<file path="src/rtl/tile_layer_renderer.sv">
// Pipelined multi-layer tile renderer: S0 map lookup, S1 sprite ROM addressing, S2 compositing, S3 output.
// Optional full-screen flash effect is built when TILE_RENDER_FLASH_EN is defined.
module tile_layer_renderer #(
    parameter int          TILE         = 24,
    parameter int          MAP_W        = 26,
    parameter int          MAP_H        = 16,
    parameter int          MAP_AW       = 10,
    parameter int          LAYERS       = 2,
    parameter int          SPR_W        = 11,
    parameter int          STATE_W      = 32,
    parameter int          SHEET_W      = 720,
    parameter int          ROM_AW       = 16,
    parameter int          ANIM_FRAMES  = 3,
    parameter int          ANIM_DIV     = 8,
    parameter logic [3:0]  TRANSPARENT  = 4'h1,
    parameter logic [11:0] BG_RGB       = 12'h220,
    parameter int          FLASH_FRAMES = 6
) (
    input  logic                     vga_clk,
    input  logic                     reset_n,
    input  logic [9:0]               DrawX,
    input  logic [9:0]               DrawY,
    input  logic                     blank,
    input  logic                     frame_start,
    input  logic                     flash_req,
    output logic [MAP_AW-1:0]        state_ram_addr,
    input  logic [STATE_W-1:0]       state_ram_data,
    output logic [LAYERS*ROM_AW-1:0] rom_addr,
    input  logic [LAYERS*4-1:0]      rom_data,
    output logic [3:0]               pal_index,
    input  logic [11:0]              pal_rgb,
    output logic [1:0]               anim_frame,
    output logic                     flash_active,
    output logic [3:0]               red,
    output logic [3:0]               green,
    output logic [3:0]               blue
);

    localparam logic [9:0] TILE_V = 10'(TILE);
    localparam int         USED_W = 10 + LAYERS * SPR_W;
    localparam int         DIV_W  = (ANIM_DIV > 1) ? $clog2(ANIM_DIV) : 1;

    logic [9:0] tile_x, tile_y;
    logic       s1_valid, s1_blank, s1_oob;
    logic [9:0] s1_px, s1_py;
    logic       s2_valid, s2_blank, s2_oob;
    logic [LAYERS*ROM_AW-1:0] rom_addr_next;
    logic       found;
    logic [11:0] colour, shade;
    logic [DIV_W-1:0] div_cnt;

    // The low 10 bits of the tile word (and any spare top bits) carry no layer data here.
    logic unused_state_lo;
    assign unused_state_lo = ^state_ram_data[9:0];
    generate
        if (STATE_W > USED_W) begin : g_spare
            logic unused_state_hi;
            assign unused_state_hi = ^state_ram_data[STATE_W-1:USED_W];
        end
    endgenerate

    assign tile_x         = DrawX / TILE_V;
    assign tile_y         = DrawY / TILE_V;
    assign state_ram_addr = MAP_AW'(32'(tile_y) * MAP_W + 32'(tile_x));

    always_ff @(posedge vga_clk) begin
        if (!reset_n) s1_valid <= 1'b0;
        else          s1_valid <= 1'b1;
    end

    always_ff @(posedge vga_clk) begin
        s1_px    <= DrawX % TILE_V;
        s1_py    <= DrawY % TILE_V;
        s1_oob   <= (32'(DrawX) >= MAP_W * TILE) || (32'(DrawY) >= MAP_H * TILE);
        s1_blank <= blank;
    end

    // Uses the current anim_frame, so a frame_start this cycle affects the next pixel's addresses.
    always_comb begin
        rom_addr_next = '0;
        for (int k = 0; k < LAYERS; k++) begin
            rom_addr_next[k*ROM_AW +: ROM_AW] = ROM_AW'(
                32'(state_ram_data[10 + k*SPR_W +: SPR_W]) * TILE
                + 32'(s1_px) + 32'(s1_py) * SHEET_W
                + 32'(anim_frame) * SHEET_W * TILE);
        end
    end

    always_ff @(posedge vga_clk) begin
        if (!reset_n) begin
            rom_addr <= '0;
            s2_valid <= 1'b0;
        end else begin
            rom_addr <= rom_addr_next;
            s2_valid <= s1_valid;
        end
        s2_blank <= s1_blank;
        s2_oob   <= s1_oob;
    end

    // Ascending scan so the highest opaque layer wins.
    always_comb begin
        found     = 1'b0;
        pal_index = 4'h0;
        for (int k = 0; k < LAYERS; k++) begin
            if (rom_data[k*4 +: 4] != TRANSPARENT) begin
                found     = 1'b1;
                pal_index = rom_data[k*4 +: 4];
            end
        end
        if (s2_oob)     colour = 12'h000;
        else if (found) colour = pal_rgb;
        else            colour = BG_RGB;
    end

    always_ff @(posedge vga_clk) begin
        if (!reset_n) begin
            div_cnt    <= '0;
            anim_frame <= 2'd0;
        end else if (frame_start) begin
            if (div_cnt == DIV_W'(ANIM_DIV - 1)) begin
                div_cnt    <= '0;
                anim_frame <= (anim_frame == 2'(ANIM_FRAMES - 1)) ? 2'd0 : anim_frame + 2'd1;
            end else begin
                div_cnt <= div_cnt + DIV_W'(1);
            end
        end
    end

`ifdef TILE_RENDER_FLASH_EN
    localparam int FCNT_W = $clog2(FLASH_FRAMES + 1);

    typedef enum logic [1:0] {IDLE, ARMED, FLASH} flash_state_t;

    flash_state_t      flash_state, flash_next;
    logic [FCNT_W-1:0] fcnt, fcnt_next;

    always_ff @(posedge vga_clk) begin
        if (!reset_n) begin
            flash_state <= IDLE;
            fcnt        <= '0;
        end else begin
            flash_state <= flash_next;
            fcnt        <= fcnt_next;
        end
    end

    always_comb begin
        flash_next = flash_state;
        fcnt_next  = fcnt;
        case (flash_state)
            IDLE:    if (flash_req) flash_next = ARMED;
            ARMED:   if (frame_start) begin
                         flash_next = FLASH;
                         fcnt_next  = FCNT_W'(FLASH_FRAMES);
                     end
            FLASH:   if (frame_start) begin
                         if (fcnt == FCNT_W'(1)) flash_next = IDLE;
                         fcnt_next = fcnt - FCNT_W'(1);
                     end
            default: flash_next = IDLE;
        endcase
    end

    assign flash_active = (flash_state == FLASH);
`else
    logic unused_flash_req;
    assign unused_flash_req = flash_req;
    assign flash_active     = 1'b0;
`endif

    assign shade = flash_active ? ~colour : colour;

    always_ff @(posedge vga_clk) begin
        if (!reset_n || !s2_valid || !s2_blank) {red, green, blue} <= 12'h000;
        else                                    {red, green, blue} <= shade;
    end

endmodule

</file>
<file path="config.mk">
export PLATFORM = sky130hd
export DESIGN_NAME = tile_layer_renderer
export DESIGN_NICKNAME = d
export VERILOG_FILES = /design/src/rtl/tile_layer_renderer.sv
export SDC_FILE = /design/constraint.sdc
export NUM_CORES = 1
export LEC_CHECK = 0
export ABC_AREA = 0
export CAP_MARGIN = 10
export CORE_MARGIN = 2
export CORE_UTILIZATION = 48
export DETAILED_ROUTE_END_ITERATION = 8
export PLACE_DENSITY_LB_ADDON = 0.25
export SKIP_LAST_GASP = 1
export SLEW_MARGIN = 10
export SYNTH_ARGS = -nofsm -noshare
export SYNTH_HDL_FRONTEND = slang
export SYNTH_SLANG_ARGS = --single-unit
</file>
<file path="constraint.sdc">
create_clock -name vga_clk -period 5.9 [get_ports vga_clk]
set_clock_uncertainty 0.2 [all_clocks]
set_input_delay 0.885 -clock vga_clk [delete_from_list [all_inputs] [get_ports vga_clk]]
set_output_delay 0.885 -clock vga_clk [all_outputs]
set_load 0.01 [all_outputs]
</file>
# ---- Yosys cells after proc, flatten, opt, wreduce, memory -nomap -nowiden
# Cells that the tools add are included.
# W data, S select, Z words.
dict set report word_totals {
  out_inout_bits 61
  word_cells 59
  in_bits 77
  reg_bits 75
}
dict set report op_classes {
  n_mul 6
  addsub 9
  n_eq_ne 4
  n_bitwise 1
  n_reduce_logical 9
  order_cmp 2
  n_div 4
  mux 8
}
# cell count
set op_table {}
lappend op_table {{$add A16 B16 Y16} 4}
lappend op_table {{$add A16 B10 Y16} 2}
lappend op_table {{$mul A11 B2 Y13 const B} 2}
lappend op_table {{$div A10 B5 Y10 const B} 2}
lappend op_table {{$mod A10 B5 Y10 const B} 2}
lappend op_table {{$mul A10 B6 Y12 const B} 1}
lappend op_table {{$add A10 B10 Y10} 1}
lappend op_table {{$ge A10 B10 Y1 const B} 1}
lappend op_table {{$ge A10 B9 Y1 const B} 1}
lappend op_table {{$mul A10 B4 Y9 const B} 1}
lappend op_table {{$mux W10} 1}
lappend op_table {{$mul A8 B2 Y9 const B} 1}
lappend op_table {{$mul A2 B6 Y8 const B} 1}
lappend op_table {{$mux W4} 2}
lappend op_table {{$ne A4 B1 Y1 const B} 2}
lappend op_table {{$add A3 B1 Y3 const B} 1}
lappend op_table {{$eq A3 B3 Y1 const B} 1}
lappend op_table {{$logic_not A1 Y1} 3}
lappend op_table {{$logic_or A1 B1 Y1} 3}
lappend op_table {{$mux W1} 3}
lappend op_table {{$mux W3} 1}
lappend op_table {{$reduce_or A3 Y1} 1}
lappend op_table {{$add A2 B1 Y2 const B} 1}
lappend op_table {{$eq A2 B2 Y1 const B} 1}
lappend op_table {{4 further kinds} 4}

# ---- Depth between registers and ports, before layout
dict set report logic_depth {
  word_depth 5
  mapped_depth 22
  ltp_nobuf 22
}

# ---- Worst setup path after synthesis
# No wires, ideal clock.
dict set report synth_timing {
  kind {input -> output}
  from {input port DrawY[7]}
  to {output port state_ram_addr[9]}
  cell_stages 17
  required_ns 4.815
  slack_ns 0.048
  arrival_time_ns 4.767
  n_path_buf 1
  path_cell_list {buf_2 -> xor2_1 -> nor2_1 -> a211oi_1 -> a2111oi_0 -> a2111oi_0 -> o21ai_0 -> ha_1 -> ha_1 -> ha_1 -> fa_1 -> ha_1 -> a21boi_0 -> o21ai_0 -> nand3b_1 -> xnor2_1 -> xnor2_1}
}
dict set report synth_via {
  elab_chain_len 3
}
# element line
set synth_lines {}
lappend synth_lines {{start, declared} 22} ;# input logic [9:0] DrawY,
lappend synth_lines {{$div A10 B5 Y10} 63} ;# assign tile_y = DrawY / TILE_V;
lappend synth_lines {{$mul A10 B4 Y9} 64} ;# assign state_ram_addr = MAP_AW'(32'(tile_y) * MAP_W + 32'(tile_x));
lappend synth_lines {{$add A10 B10 Y10} 64}
lappend synth_lines {{end, declared} 26} ;# output logic [MAP_AW-1:0] state_ram_addr,
# No other way between the ends.

# ---- Worst setup path in the final report
dict set report layout_timing {
  from {input port DrawY[5]}
  to {output port state_ram_addr[9]}
}
# The elaborated chain is that of the path after synthesis.

==> flow_metrics.env <==
export IMPL_status="complete, no violations"
export IMPL_nets=1235
export IMPL_peakVddDrop_mv=0.3541
export IMPL_syn_area_per_cell_um2=8.751
export IMPL_antenna_found_initial=0
export IMPL_coreArea_mm2=0.01442
export IMPL_dieHeight_um=125.0
export IMPL_cp_max_fo=4
export IMPL_vias=6114
export IMPL_design_area_mm2=0.009585
export IMPL_cp_end_kind="primary output"
export IMPL_drive_above_1_share_pct=13.32
export IMPL_postLayoutCoreUtil_pct=66.46
export IMPL_path_clk_slew_ns=0.06
export IMPL_comb_power_share_pct=74.5
export IMPL_postRouteAntennaNets=0
export IMPL_synthTopCellsByArea="dfxtp_1 (21%), ha_1 (20%), fa_1 (13%)"
export IMPL_synth_top_area_share_pct=20.51
export IMPL_hold_ws_ns=0.1274
export IMPL_synth_compound_area_share_pct=16.79
export IMPL_cts_sinks=72
export IMPL_cts_tree="built"
export IMPL_leakagePower_uw=0.004650
export IMPL_hold_violations=0
export IMPL_fmax_mhz=173.1
export IMPL_wl_um=16270
export IMPL_via_per_inst=5.138
export IMPL_grt_use_total_pct=21.11
export IMPL_cts_htree_levels=3
export IMPL_synth_xor_area_share_pct=7.479
export IMPL_root_buffer="clkbuf_16"
export IMPL_firstDrtPassIters=5
export IMPL_power_frac_seq_pct=12.6
export IMPL_ys_ff_latch=72
export IMPL_die_area_mm2=0.01562
export IMPL_internal_power_uw=2755
export IMPL_cts_buffers=9
export IMPL_cp_start_kind="input port"
export IMPL_ys_seq_area_share_pct=20.51
export IMPL_post_dp_cell_area_mm2=0.008942
export IMPL_tns_ns=0
export IMPL_dpl_hpwl_um=12850
export IMPL_synth_top_family_by_area="adder cells"
export IMPL_synthArstFlopShare_pct=0
export IMPL_min_path_cells=0
export IMPL_port_buffers=125
export IMPL_clock_latency_ns=0.35
export IMPL_antenna_cells=0
export IMPL_maxCapViolations=0
export IMPL_switching_share_pct=43.64
export IMPL_grt_pass1_wl_um=27110
export IMPL_drc=0
export IMPL_synth_simple_gate_area_share_pct=13.09
export IMPL_setup_viol=0
export IMPL_synth_commonest_cells="ha_1 (112), inv_1 (112), dfxtp_1 (72)"
export IMPL_max_slew_margin_rel_pct=53.54
export IMPL_worstHoldPathType="register to register"
export IMPL_r2r_setup_slack_ns=0.38
export IMPL_synthAdderAreaFrac_pct=32.76
export IMPL_p_sw_uw=2133
export IMPL_rows=44
export IMPL_fin_crit_sh_pct=97.94
export IMPL_initial_utilization_pct=48.72
export IMPL_finalMaxSlewViolations=0
export IMPL_grt_overflow_total=0
export IMPL_initialDrtViolationCount=257
export IMPL_synth_edff_count=0
export IMPL_synth_mux_area_share_pct=1.603
export IMPL_wl_per_cell_um=13.67
export IMPL_period_minus_slack_ns=5.778
export IMPL_worst_slew_pin_slew_ns=0.6961
export IMPL_cts_hold_buf=0
export IMPL_clkPwrFrac_pct=12.9
export IMPL_place_gp_congestion=0.8976
export IMPL_ys_warn_count=0
export IMPL_yosysTopAreaCell="dfxtp_1"
export IMPL_synthFlopType="dfxtp_1"
export IMPL_p_per_area_mw_per_mm2=510.0
export IMPL_dr_wl_met2_um=7712
export IMPL_cts_max_path_buffers=2
export IMPL_drt_met1_wl_um=7628
export IMPL_cp_required_ns=4.82
export IMPL_crit_type="input port to primary output"
export IMPL_io_pins=138
export IMPL_area_delta_synth_final_pct=36.41
export IMPL_total_power_uw=4888
export IMPL_synthCells=803
export IMPL_yosysUniqueCellTypes=60
export IMPL_grt_pass1_vias=5903
export IMPL_rsz0062_at_grt="true"
export IMPL_reg2reg_depth=22
export IMPL_netlist_area_mm2=0.007027
export IMPL_wl_met3_um=659
export IMPL_critPathArrivalTime_ns=4.69
export IMPL_grt_max_degree=26
export IMPL_topRoutingLayerUsed="met4"
export IMPL_die_w_um=125.0
## power by group through the flow
| stage | Clock [uW] | Combinational [uW] | Sequential (uW) |
|---|---|---|---|
| 6_report | 633 | 3640 | 614 |
| 5_1_grt | 671 | 4150 | 622 |
| 4_1_cts | 651 | 3590 | 616 |
| 3_5_place_dp | 0 | 3550 | 625 |
| 3_3_place_gp | 0 | 3500 | 623 |
| 2_1_floorplan | 0 | 2540 | 656 |
## cell type report
type / count / area, um^2
fillers: 1215 / 4838
well taps: 184 / 230.2
clock inverters: 6 / 115.1
inverters: 112 / 420.4
repair buffers: 204 / 1847
flip-flops and latches: 72 / 1441
clock buffers: 10 / 229.0
multi-input cells: 602 / 5303
## per-stage QoR
step                setup WS, ns  std cells
detailed placement       -0.9800       1164
finish                    0.1216       1190
global placement         -0.8792       1164
global route            -0.06071       1190
floorplan                0.04818        813
CTS                      -0.1525       1185
## kinds of logic after synthesis
kind of cell / count (synthesis)
and+or+nand+nor: 189
AOI/OAI and AO/OA: 174
adders and majority gates: 157
buffers and inverters: 139
DFF: 72
xor gates and xnor gates: 60
muxes: 11
other: 1
## state kept, by name (all words and copies together), names as in the netlist
name,count
anim_frame,2
blue,4
div_cnt,3
green,4
red,4
rom_addr,29
s1_blank,1
s1_oob,1
s1_px,10
s1_py,10
s1_valid,1
s2_blank,1
s2_oob,1
s2_valid,1
## cells in the final DEF (no fill, tap or decap), types with 18 or more instances in the layout
cell type | synthesis | routed
a21oi_1 | 43 | 39
a21o_1 | 23 | 23
nor3_1 | 19 | 18
o21ai_0 | 34 | 31
and2_1 | 25 | 25
inv_1 | 112 | 110
xnor2_1 | 37 | 36
ha_1 | 112 | 108
buf_4 | 4 | 75
fa_1 | 45 | 45
clkdlybuf4s50_1 | 0 | 114
nand2_1 | 31 | 31
xor2_1 | 23 | 21
dfxtp_1 | 72 | 72
nor2_1 | 67 | 67
## final timing paths
| kind | startpoint | endpoint |
|---|---|---|
| worst max-delay path | DrawY[5] | state_ram_addr[9] |
| worst min-delay path | s1_blank | s2_blank |
| worst max register to register | s1_py[2] | rom_addr[15] |
| worst min register to register | s1_blank | s2_blank |
## layer usage
| metal | up-vias | track usage, % |
|---|---|---|
| met1 | 2837 | 27.05 |
| met3 | 23 | 3.680 |
| met4 | 0 | 6.405 |
| met2 | 134 | 36.48 |
| met5 | - | 0 |
| li1 | 3120 | - |
## critical path, cell delays in order
cell and delay, ns:
dlymetal6s2s_1 0.15, nand2b_1 0.17, o2bb2a_1 0.36, a211oi_2 0.31, a2111oi_4 0.10, o21ai_1 0.17
buf_4 0.14, ha_1 0.13, inv_1 0.05, fa_1 0.51, inv_2 0.05, fa_1 0.48
ha_4 0.29, a21boi_4 0.18, o21ai_2 0.08, nand3b_1 0.18, xnor2_1 0.18, xnor2_1 0.13
buf_2 0.14
## timing repair
action / 4_1_cts / 5_1_grt
setup endpoints to repair: 6 / 6
pin swaps: 3 / 15
buffers inserted: 5 / 4
cloned: 0 / 1
gates resized for setup: 34 / 37
No activity file was read; power rests on OpenSTA's default activity.
